**src/rtl/wm8731_pkg.sv**
```systemverilog
// rtl/wm8731_pkg.sv - WM8731 register map, init-table size, sequencer states and ACK timeout
package wm8731_pkg;

  localparam logic [6:0] REG_LINVOL  = 7'h00;
  localparam logic [6:0] REG_RINVOL  = 7'h01;
  localparam logic [6:0] REG_LHPOUT  = 7'h02;
  localparam logic [6:0] REG_RHPOUT  = 7'h03;
  localparam logic [6:0] REG_APATH   = 7'h04;
  localparam logic [6:0] REG_DPATH   = 7'h05;
  localparam logic [6:0] REG_PWRDN   = 7'h06;
  localparam logic [6:0] REG_IFACE   = 7'h07;
  localparam logic [6:0] REG_SRATE   = 7'h08;
  localparam logic [6:0] REG_ACTIVE  = 7'h09;
  localparam logic [6:0] REG_RESET   = 7'h0F;

  localparam int TABLE_LEN   = 11;
  localparam int ACK_TIMEOUT = 8;

  typedef enum logic [2:0] {
    S_IDLE,
    S_LOAD,
    S_REQ,
    S_ACK,
    S_BUSY,
    S_GAP,
    S_DONE,
    S_ERR
  } state_e;

  // WM8731 control words carry a 7-bit register address above 9 data bits.
  function automatic logic [15:0] reg_word(input logic [6:0] ra, input logic [8:0] data);
    return {ra, data};
  endfunction

endpackage

```
**src/rtl/wm8731_cfg_rom.sv**
```systemverilog
// rtl/wm8731_cfg_rom.sv - combinational WM8731 power-up table, {reg, data} per index
module wm8731_cfg_rom
  import wm8731_pkg::*;
(
  input  logic [3:0]  idx_i,
  output logic [15:0] word_o
);

  always_comb begin
    word_o = 16'h0000;
    case (idx_i)
      4'd0:    word_o = reg_word(REG_RESET,  9'h000);
      4'd1:    word_o = reg_word(REG_LINVOL, 9'h017);
      4'd2:    word_o = reg_word(REG_RINVOL, 9'h017);
      4'd3:    word_o = reg_word(REG_LHPOUT, 9'h079);
      4'd4:    word_o = reg_word(REG_RHPOUT, 9'h079);
      4'd5:    word_o = reg_word(REG_APATH,  9'h012);
      4'd6:    word_o = reg_word(REG_DPATH,  9'h000);
      4'd7:    word_o = reg_word(REG_PWRDN,  9'h000);
      4'd8:    word_o = reg_word(REG_IFACE,  9'h002);
      4'd9:    word_o = reg_word(REG_SRATE,  9'h000);
      4'd10:   word_o = reg_word(REG_ACTIVE, 9'h001);
      default: word_o = 16'h0000;
    endcase
  end

endmodule

```
**src/rtl/wm8731_cfg_seq.sv**
```systemverilog
// rtl/wm8731_cfg_seq.sv - WM8731 init sequencer driving a single-word I2C write engine
// Optional WM8731_CFG_VOL_EN adds runtime headphone-volume writes after the table.
module wm8731_cfg_seq
  import wm8731_pkg::*;
#(
  parameter logic [6:0] DEV_ADDR   = 7'h1A,
  parameter int         GAP_CYCLES = 16,
  parameter bit         AUTO_START = 1'b1
) (
  input  logic        clk,
  input  logic        reset,
  input  logic        start,
  input  logic        i2c_idle,
`ifdef WM8731_CFG_VOL_EN
  input  logic        vol_wr,
  input  logic [6:0]  vol,
`endif
  output logic [23:0] din,
  output logic        wr_i2c,
  output logic        busy,
  output logic        done,
  output logic        err,
  output logic [3:0]  idx
);

  localparam logic [3:0] LAST_IDX = 4'(TABLE_LEN - 1);

  state_e      state_q, state_d;
  logic [3:0]  idx_q, idx_d;
  logic [23:0] din_q, din_d;
  logic        wr_q, busy_q, done_q, err_q;
  logic [3:0]  ack_cnt_q, ack_cnt_d;
  logic [15:0] gap_cnt_q, gap_cnt_d;
  logic        auto_q;
  logic        start_eff, gap_last, ack_last, seq_end;
  logic [15:0] rom_word, load_word;

  wm8731_cfg_rom u_rom (
    .idx_i  (idx_d),
    .word_o (rom_word)
  );

  // auto_q makes the first post-reset cycle look like a start request.
  assign start_eff = start | auto_q;
  assign gap_last  = (int'(gap_cnt_q) + 1 >= GAP_CYCLES);
  assign ack_last  = (int'(ack_cnt_q) + 1 >= ACK_TIMEOUT);

`ifdef WM8731_CFG_VOL_EN
  logic       vol_pend_q, vol_pend_d;
  logic [6:0] vol_val_q, vol_val_d;
  logic       vol_mode_q, vol_mode_d;
  logic [6:0] vol_src;

  assign vol_src   = vol_wr ? vol : vol_val_q;
  assign load_word = vol_mode_d ? reg_word(REG_LHPOUT, {2'b11, vol_src}) : rom_word;
  assign seq_end   = vol_mode_q || (idx_q == LAST_IDX);
`else
  assign load_word = rom_word;
  assign seq_end   = (idx_q == LAST_IDX);
`endif

  always_comb begin
    state_d   = state_q;
    idx_d     = idx_q;
    ack_cnt_d = '0;
    gap_cnt_d = '0;
`ifdef WM8731_CFG_VOL_EN
    vol_pend_d = vol_pend_q;
    vol_val_d  = vol_val_q;
    vol_mode_d = vol_mode_q;
    if (vol_wr && busy_q) begin
      vol_pend_d = 1'b1;
      vol_val_d  = vol;
    end
`endif
    unique case (state_q)
      S_IDLE, S_DONE, S_ERR: begin
        if (start_eff) begin
          state_d = S_LOAD;
          idx_d   = '0;
`ifdef WM8731_CFG_VOL_EN
          vol_mode_d = 1'b0;
        end else if (state_q == S_DONE && (vol_wr || vol_pend_q)) begin
          state_d    = S_LOAD;
          vol_mode_d = 1'b1;
          vol_pend_d = 1'b0;
`endif
        end
      end
      S_LOAD: if (i2c_idle) state_d = S_REQ;
      S_REQ:  state_d = S_ACK;
      S_ACK: begin
        if (!i2c_idle) state_d = S_BUSY;
        else if (ack_last) state_d = S_ERR;
        else ack_cnt_d = ack_cnt_q + 4'd1;
      end
      S_BUSY: if (i2c_idle) state_d = S_GAP;
      S_GAP: begin
        if (!gap_last) begin
          gap_cnt_d = gap_cnt_q + 16'd1;
        end else if (seq_end) begin
          state_d = S_DONE;
        end else begin
          idx_d   = idx_q + 4'd1;
          state_d = S_LOAD;
        end
      end
      default: state_d = S_IDLE;
    endcase
  end

  // din is captured on entry to S_LOAD so it is stable for the whole transaction.
  always_comb begin
    din_d = din_q;
    if (state_d == S_LOAD && state_q != S_LOAD) din_d = {DEV_ADDR, 1'b0, load_word};
  end

  always_ff @(posedge clk or posedge reset) begin
    if (reset) begin
      state_q   <= S_IDLE;
      idx_q     <= '0;
      din_q     <= '0;
      wr_q      <= 1'b0;
      busy_q    <= 1'b0;
      done_q    <= 1'b0;
      err_q     <= 1'b0;
      ack_cnt_q <= '0;
      gap_cnt_q <= '0;
      auto_q    <= AUTO_START;
    end else begin
      state_q   <= state_d;
      idx_q     <= idx_d;
      din_q     <= din_d;
      wr_q      <= (state_d == S_REQ);
      busy_q    <= (state_d inside {S_LOAD, S_REQ, S_ACK, S_BUSY, S_GAP});
      done_q    <= (state_d == S_DONE);
      err_q     <= (state_d == S_ERR);
      ack_cnt_q <= ack_cnt_d;
      gap_cnt_q <= gap_cnt_d;
      auto_q    <= 1'b0;
    end
  end

`ifdef WM8731_CFG_VOL_EN
  always_ff @(posedge clk or posedge reset) begin
    if (reset) begin
      vol_pend_q <= 1'b0;
      vol_val_q  <= '0;
      vol_mode_q <= 1'b0;
    end else begin
      vol_pend_q <= vol_pend_d;
      vol_val_q  <= vol_val_d;
      vol_mode_q <= vol_mode_d;
    end
  end
`endif

  assign din    = din_q;
  assign wr_i2c = wr_q;
  assign busy   = busy_q;
  assign done   = done_q;
  assign err    = err_q;
  assign idx    = idx_q;

endmodule

```
**config.mk**
```make
export PLATFORM = sky130hd
export DESIGN_NAME = wm8731_cfg_seq
export DESIGN_NICKNAME = d
export VERILOG_FILES = /design/src/rtl/wm8731_pkg.sv /design/src/rtl/wm8731_cfg_rom.sv /design/src/rtl/wm8731_cfg_seq.sv
export SDC_FILE = /design/constraint.sdc
export NUM_CORES = 1
export LEC_CHECK = 0
export ABC_CLOCK_PERIOD_IN_PS = 4040
export BUFFER_PORTS_ARGS = -buffer_cell sky130_fd_sc_hd__buf_4
export CORE_MARGIN = 5
export CORE_UTILIZATION = 56
export CTS_CLUSTER_DIAMETER = 120
export DETAILED_ROUTE_END_ITERATION = 12
export GPL_ROUTABILITY_DRIVEN = 0
export PLACE_DENSITY = 0.91
export SLEW_MARGIN = 10
export SYNTH_ARGS = -nofsm -noshare
export SYNTH_HDL_FRONTEND = slang
export SYNTH_SLANG_ARGS = --single-unit
```
**constraint.sdc**
```tcl
create_clock -name clk -period 4.04 [get_ports clk]
set_input_delay 0.202 -clock clk [delete_from_list [all_inputs] [get_ports clk]]
set_output_delay 0.202 -clock clk [all_outputs]
set_load 0.05 [all_outputs]
```
# After elaboration in Yosys (flattened, before gate mapping)
# Memory sizes are Yosys's and may differ from the RTL's. A register that Yosys moved wholly into a read port is not among the register bits.
# Index checks and enable logic that the tools add are counted.
# totals
ff_bits	49
romBits	176
in_bits	4
out_inout_bits	32
wordCells	56
memories	1
# mem_list
memory	words	word_bits	rd	rd_ports_with_merged_regs	write_ports	line	source
(name not given)	16	11	1	1	0	wm8731_cfg_rom.sv:11	case (idx_i)
# classes
n_addsub	5
order_cmp	2
eq_ne	16
n_mux	17
bitwise	1
reduce_logical	4
# op_table
operator	n
2-to-1 mux 16 bit	2
equality test 3 bit (second input constant)	8
2-to-1 mux 4 bit	6
2-to-1 mux 3 bit	7
one-hot mux 3 bit (6 select lines)	1
adder 16 x 1 -> 17 bit (second input constant)	1
greater-or-equal comparator 17 x 5 -> 1 bit (second input constant)	1
adder 16 x 1 -> 16 bit (second input constant)	1
equality test 3 x 2 -> 1 bit (second input constant)	4
adder 4 x 1 -> 4 bit (second input constant)	2
one-hot mux 4 bit (2 select lines)	1
equality test 3 x 1 -> 1 bit (second input constant)	2
adder 4 x 1 -> 5 bit (second input constant)	1
greater-or-equal comparator 5 x 4 -> 1 bit (second input constant)	1
nonzero test 5 bit	1
equality test 4 bit (second input constant)	1
logical NOT 3 bit	1
inequality test 3 x 1 -> 1 bit (second input constant)	1
OR reduction 3 bit	1
logical AND 1 bit	1
bitwise OR 1 bit	1

# Logic depth before layout (Yosys ltp)
# logic_depth
word_depth	7
mapped_depth	15
depth_no_buf	14

# Hierarchy
# From an unflattened synthesis, not the netlist that was laid out.
# unflattened
cells_unflattened	233
hier_area_um2	2558.7
# modules_own_cells
module	instances	cells_each	area_each_um2	seq_area_each_um2
wm8731_cfg_seq	1	195	2262.2	1227.4
wm8731_cfg_rom	1	38	296.5	0.0

# Worst setup path before layout
# No wires, ideal clock.
# synth_timing
path_kind	register to register
start	register gap_cnt_q[0]
end	register din_q[0] (netlist: din[0])
setup_time_ns	0.124
arrival_time_ns	3.135
required_ns	3.916
path_slack_ns	0.781
stages_incl_launch_ff	16
period_less_slack_ns	3.259
cell_sequence	dfrtp_1 ha_1 and3_1 and3_1 a31oi_1 a211oi_2 and2_1 buf_4 o21ai_1 nand3_2 a21oi_1 ha_1 inv_1 a211oi_1 a2111oi_2 a211o_1
# synth_between
elab_chain_len	6
elab_cells_between_ends	8
# synth_lines
item	line	source
start: declaration	wm8731_cfg_seq.sv:33	logic [15:0] gap_cnt_q, gap_cnt_d;
start signal: assignment	wm8731_cfg_seq.sv:139	gap_cnt_q <= gap_cnt_d;
adder 16 x 1 -> 17 bit *	wm8731_cfg_seq.sv:45	assign gap_last = (int'(gap_cnt_q) + 1 >= GAP_CYCLES);
greater-or-equal comparator 17 x 5 -> 1 bit *	wm8731_cfg_seq.sv:45	
2-to-1 mux 3 bit	wm8731_cfg_seq.sv:99	if (!gap_last) begin
one-hot mux 3 bit (6 select lines)	wm8731_cfg_seq.sv:76	unique case (state_q)
equality test 3 x 1 -> 1 bit	wm8731_cfg_seq.sv:115	if (state_d == S_LOAD && state_q != S_LOAD) din_d = {DEV_ADDR, 1'b0, load_word};
logical AND 1 bit	wm8731_cfg_seq.sv:115	
end: declaration	wm8731_cfg_seq.sv:30	logic [23:0] din_q, din_d;
# Every way passes the cells marked *; elsewhere a longest branch is shown, timed or not.
# A chain may end at the register's enable or synchronous reset.

# Final worst setup path
# Same ends and word-level chain as after synthesis.

==> results.sh <==
export IMPL_htree_levels=2
export IMPL_synthAdderAreaFrac=0.0597
export IMPL_drive_above_1_share=0.176
export IMPL_final_cell_area_um2=2600
export IMPL_swShare=0.475
export IMPL_synth_top_family_by_area="simple AND/OR/NAND/NOR gates"
export IMPL_post_cts_buffers=0
export IMPL_synth_edf_count=0
export IMPL_synth_most_common_cell="dfrtp_1"
export IMPL_synth_compound_area_frac=0.147
export IMPL_cts_tree="built"
export IMPL_worst_slew_pin_slew_ns=0.513
export IMPL_avgSynthCellArea_um2=9.98
export IMPL_rows=23
export IMPL_pwr_share_seq=0.333
export IMPL_max_slew_margin=0.658
export IMPL_grt_max_degree=43
export IMPL_synth_async_reset_ratio=1.00
export IMPL_yosysSeqAreaShare=0.457
export IMPL_critPathKind="register to register"
export IMPL_num_vias=1732
export IMPL_p_int_mw=0.938
export IMPL_fmax_ghz=0.285
export IMPL_report_final_slew_viol_count=0
export IMPL_min_path_type="input pin to async pin"
export IMPL_yosysTopAreaCellShare=0.445
export IMPL_die_w_um=74.2
export IMPL_cts_path_max_buffers=2
export IMPL_synthSimpleGateAreaFrac=0.198
export IMPL_antenna_found_initial=0
export IMPL_grtUsageTotal=0.183
export IMPL_status="finished clean"
export IMPL_wl_mm=4.51
export IMPL_ios=36
export IMPL_grt_first_pass_wirelength_mm=7.67
export IMPL_vias_per_cell=5.46
export IMPL_layout_cells_non_filler=317
export IMPL_setup_viol=0
export IMPL_cts_hold_buf=0
export IMPL_tns_ns=0
export IMPL_synth_area_um2=2300
export IMPL_holdWs_ns=0.0415
export IMPL_muxShareOfSynthArea=0.0239
export IMPL_initial_core_util=0.576
export IMPL_clk_pin_slew_ns=0.07
export IMPL_wire_per_inst_um=14.2
export IMPL_post_synth_xor_area_fraction=0.0266
export IMPL_antenna_cells=0
export IMPL_pwr_share_clk=0.153
export IMPL_grt_ovfl_total=0
export IMPL_drc=0
export IMPL_crit_path_start_kind="register"
export IMPL_root_buffer="clkbuf_8"
export IMPL_fin_nets=281
export IMPL_first_pass_iters=5
export IMPL_yosysWarnings=0
export IMPL_cp_slowest_cell="dfrtp_1"
export IMPL_synth_seq_cells=42
export IMPL_dieHeight_um=74.2
export IMPL_synth_ff_type="dfrtp_1"
export IMPL_dpl_cell_area_um2=2510
export IMPL_endpoint_kind="register"
export IMPL_clk_latency_ns=0.29
export IMPL_synth_cells=231
export IMPL_ys_top_cells_by_count="41 x dfrtp_1, 19 x nand2_1, 15 x buf_4, 13 x a21oi_1, 12 x nand3_1"
export IMPL_grt_setup_unrepaired="false"
export IMPL_cts_sinks=42
export IMPL_cp_required_ns=4.22
export IMPL_clock_skew_final_ns=0.00317
export IMPL_r2r_slack_ns=0.53
export IMPL_area_delta_synth_final_pct=13.0
export IMPL_maxCapViolCount=0
export IMPL_drt_iter0_markers=85
export IMPL_io_buffers=25
export IMPL_place_detailed_hpwl_mm=3.30
export IMPL_peakVddDrop_mv=0.580
export IMPL_placed_cells=309
export IMPL_die_area_um2=5500
export IMPL_switchingPower_mw=0.848
export IMPL_core_area_um2=4000
export IMPL_ant_nets=0
export IMPL_p_comb_frac=0.514
export IMPL_report_final_hold_viol_count=0
export IMPL_crit_chain="ha_1 > and3_1 > and3_1 > a31oi_1 > a211oi_2 > and2_1 > o21ai_1 > nand3_2 > a21oi_1 > ha_1 > inv_1 > a211oi_1 > a2111oi_2 > a211o_1"
export IMPL_p_per_area_nw_per_um2=686
export IMPL_cts_made_buffers=5
export IMPL_arrival_ns=3.69
export IMPL_power_leakage_nw=1.21
export IMPL_critPathMaxFanout=7
export IMPL_ctsResizeCount=0
export IMPL_grt_pass1_vias=1687
export IMPL_synth_area_leader_cell="dfrtp_1"
export IMPL_synthTopCellsByArea="dfrtp_1 45%, ha_1 6.0%, buf_4 4.9%, nand2_1 3.1%, a21oi_1 2.8%"
export IMPL_fin_crit_ns=3.51
export IMPL_max_stage_delay_ns=0.45
export IMPL_synth_cell_types=59
export IMPL_fin_crit_sh=0.868
[per-stage QoR]
stage	utilization	worst slack [ns]	total power [mW]
finish	0.651	0.535	1.79
global route	0.651	0.163	1.91
CTS	0.651	0.562	1.80
detailed placement	0.627	0.585	1.51
global placement	0.627	0.783	1.48
floorplan	-	0.781	1.30
[cell usage in the layout, fill, tap and decap left out, types with 6 or more instances in the layout]
master     n
a21oi_1   13
buf_4     27
clkbuf_8   6
conb_1    24
dfrtp_1   41
ha_1      11
inv_1     11
nand2_1   19
nand2b_1   7
nand3_1   12
nor2_1     9
nor3_1     7
o21ai_0    6
[state kept, by name, summed over array words and instances, names as in the netlist]
name and cells:
gap_cnt_q 16, din 10, wr_i2c 1, state_q 3, err 1, ack_cnt_q 4, busy 1, idx 4
auto_q 1, done 1
[power groups by stage]
stage | Clock, mW | Sequential (mW) | Combinational [mW]
2_1_floorplan | 0 | 0.770 | 0.527
3_3_place_gp | 0 | 0.597 | 0.883
3_5_place_dp | 0 | 0.599 | 0.912
4_1_cts | 0.284 | 0.593 | 0.919
5_1_grt | 0.305 | 0.611 | 0.996
6_report | 0.274 | 0.594 | 0.918
[cell type report]
type                    count  area [µm²]
fillers                   306        1400
multi-input cells         177        1140
flip-flops and latches     42        1050
repair buffers             27         203
clock buffers               6        82.6
well taps                  50        62.6
inverters                  13        51.3
clock inverters             2        12.5
[cell families (layout without fill, tap and decap cells)]
| kind of cell | after synthesis | in the layout |
|---|---|---|
| buffers and inverters | 35 | 48 |
| muxes | 5 | 5 |
| adders and majority gates | 11 | 11 |
| xor gates and xnor gates | 7 | 7 |
| DFF | 42 | 42 |
| AOI/OAI and AO/OA | 47 | 47 |
| other | 1 | 24 |
| and+or+nand+nor | 83 | 83 |
[final timing paths]
check | cells past startpoint | to | startpoint
setup / recovery | 14 | din[0] | gap_cnt_q[0]
hold / removal | 3 | gap_cnt_q[12] | reset
setup reg to reg | 14 | din[0] | gap_cnt_q[0]
hold reg to reg | 1 | ack_cnt_q[0] | ack_cnt_q[3]
max in group asynchronous | 3 | auto_q | reset
min in group clk | 3 | wr_i2c | i2c_idle
[per-layer routing]
metal,GRT usage,up-vias,part of all wire
met5,0,-,0
met4,0.0785,0,0.017
met3,0.0486,10,0.049
met2,0.303,46,0.52
met1,0.227,822,0.42
li1,-,854,-
[worst max-delay path: cells and delay by family, from the launching register on]
family                     cells  cell delay, ns
adders and majority gates      2            0.52
buffers and inverters          1            0.06
AOI/OAI and AO/OA              7            1.56
and+or+nand+nor                4            0.81
DFF                            1            0.45
No activity file was read; power rests on OpenSTA's default activity.
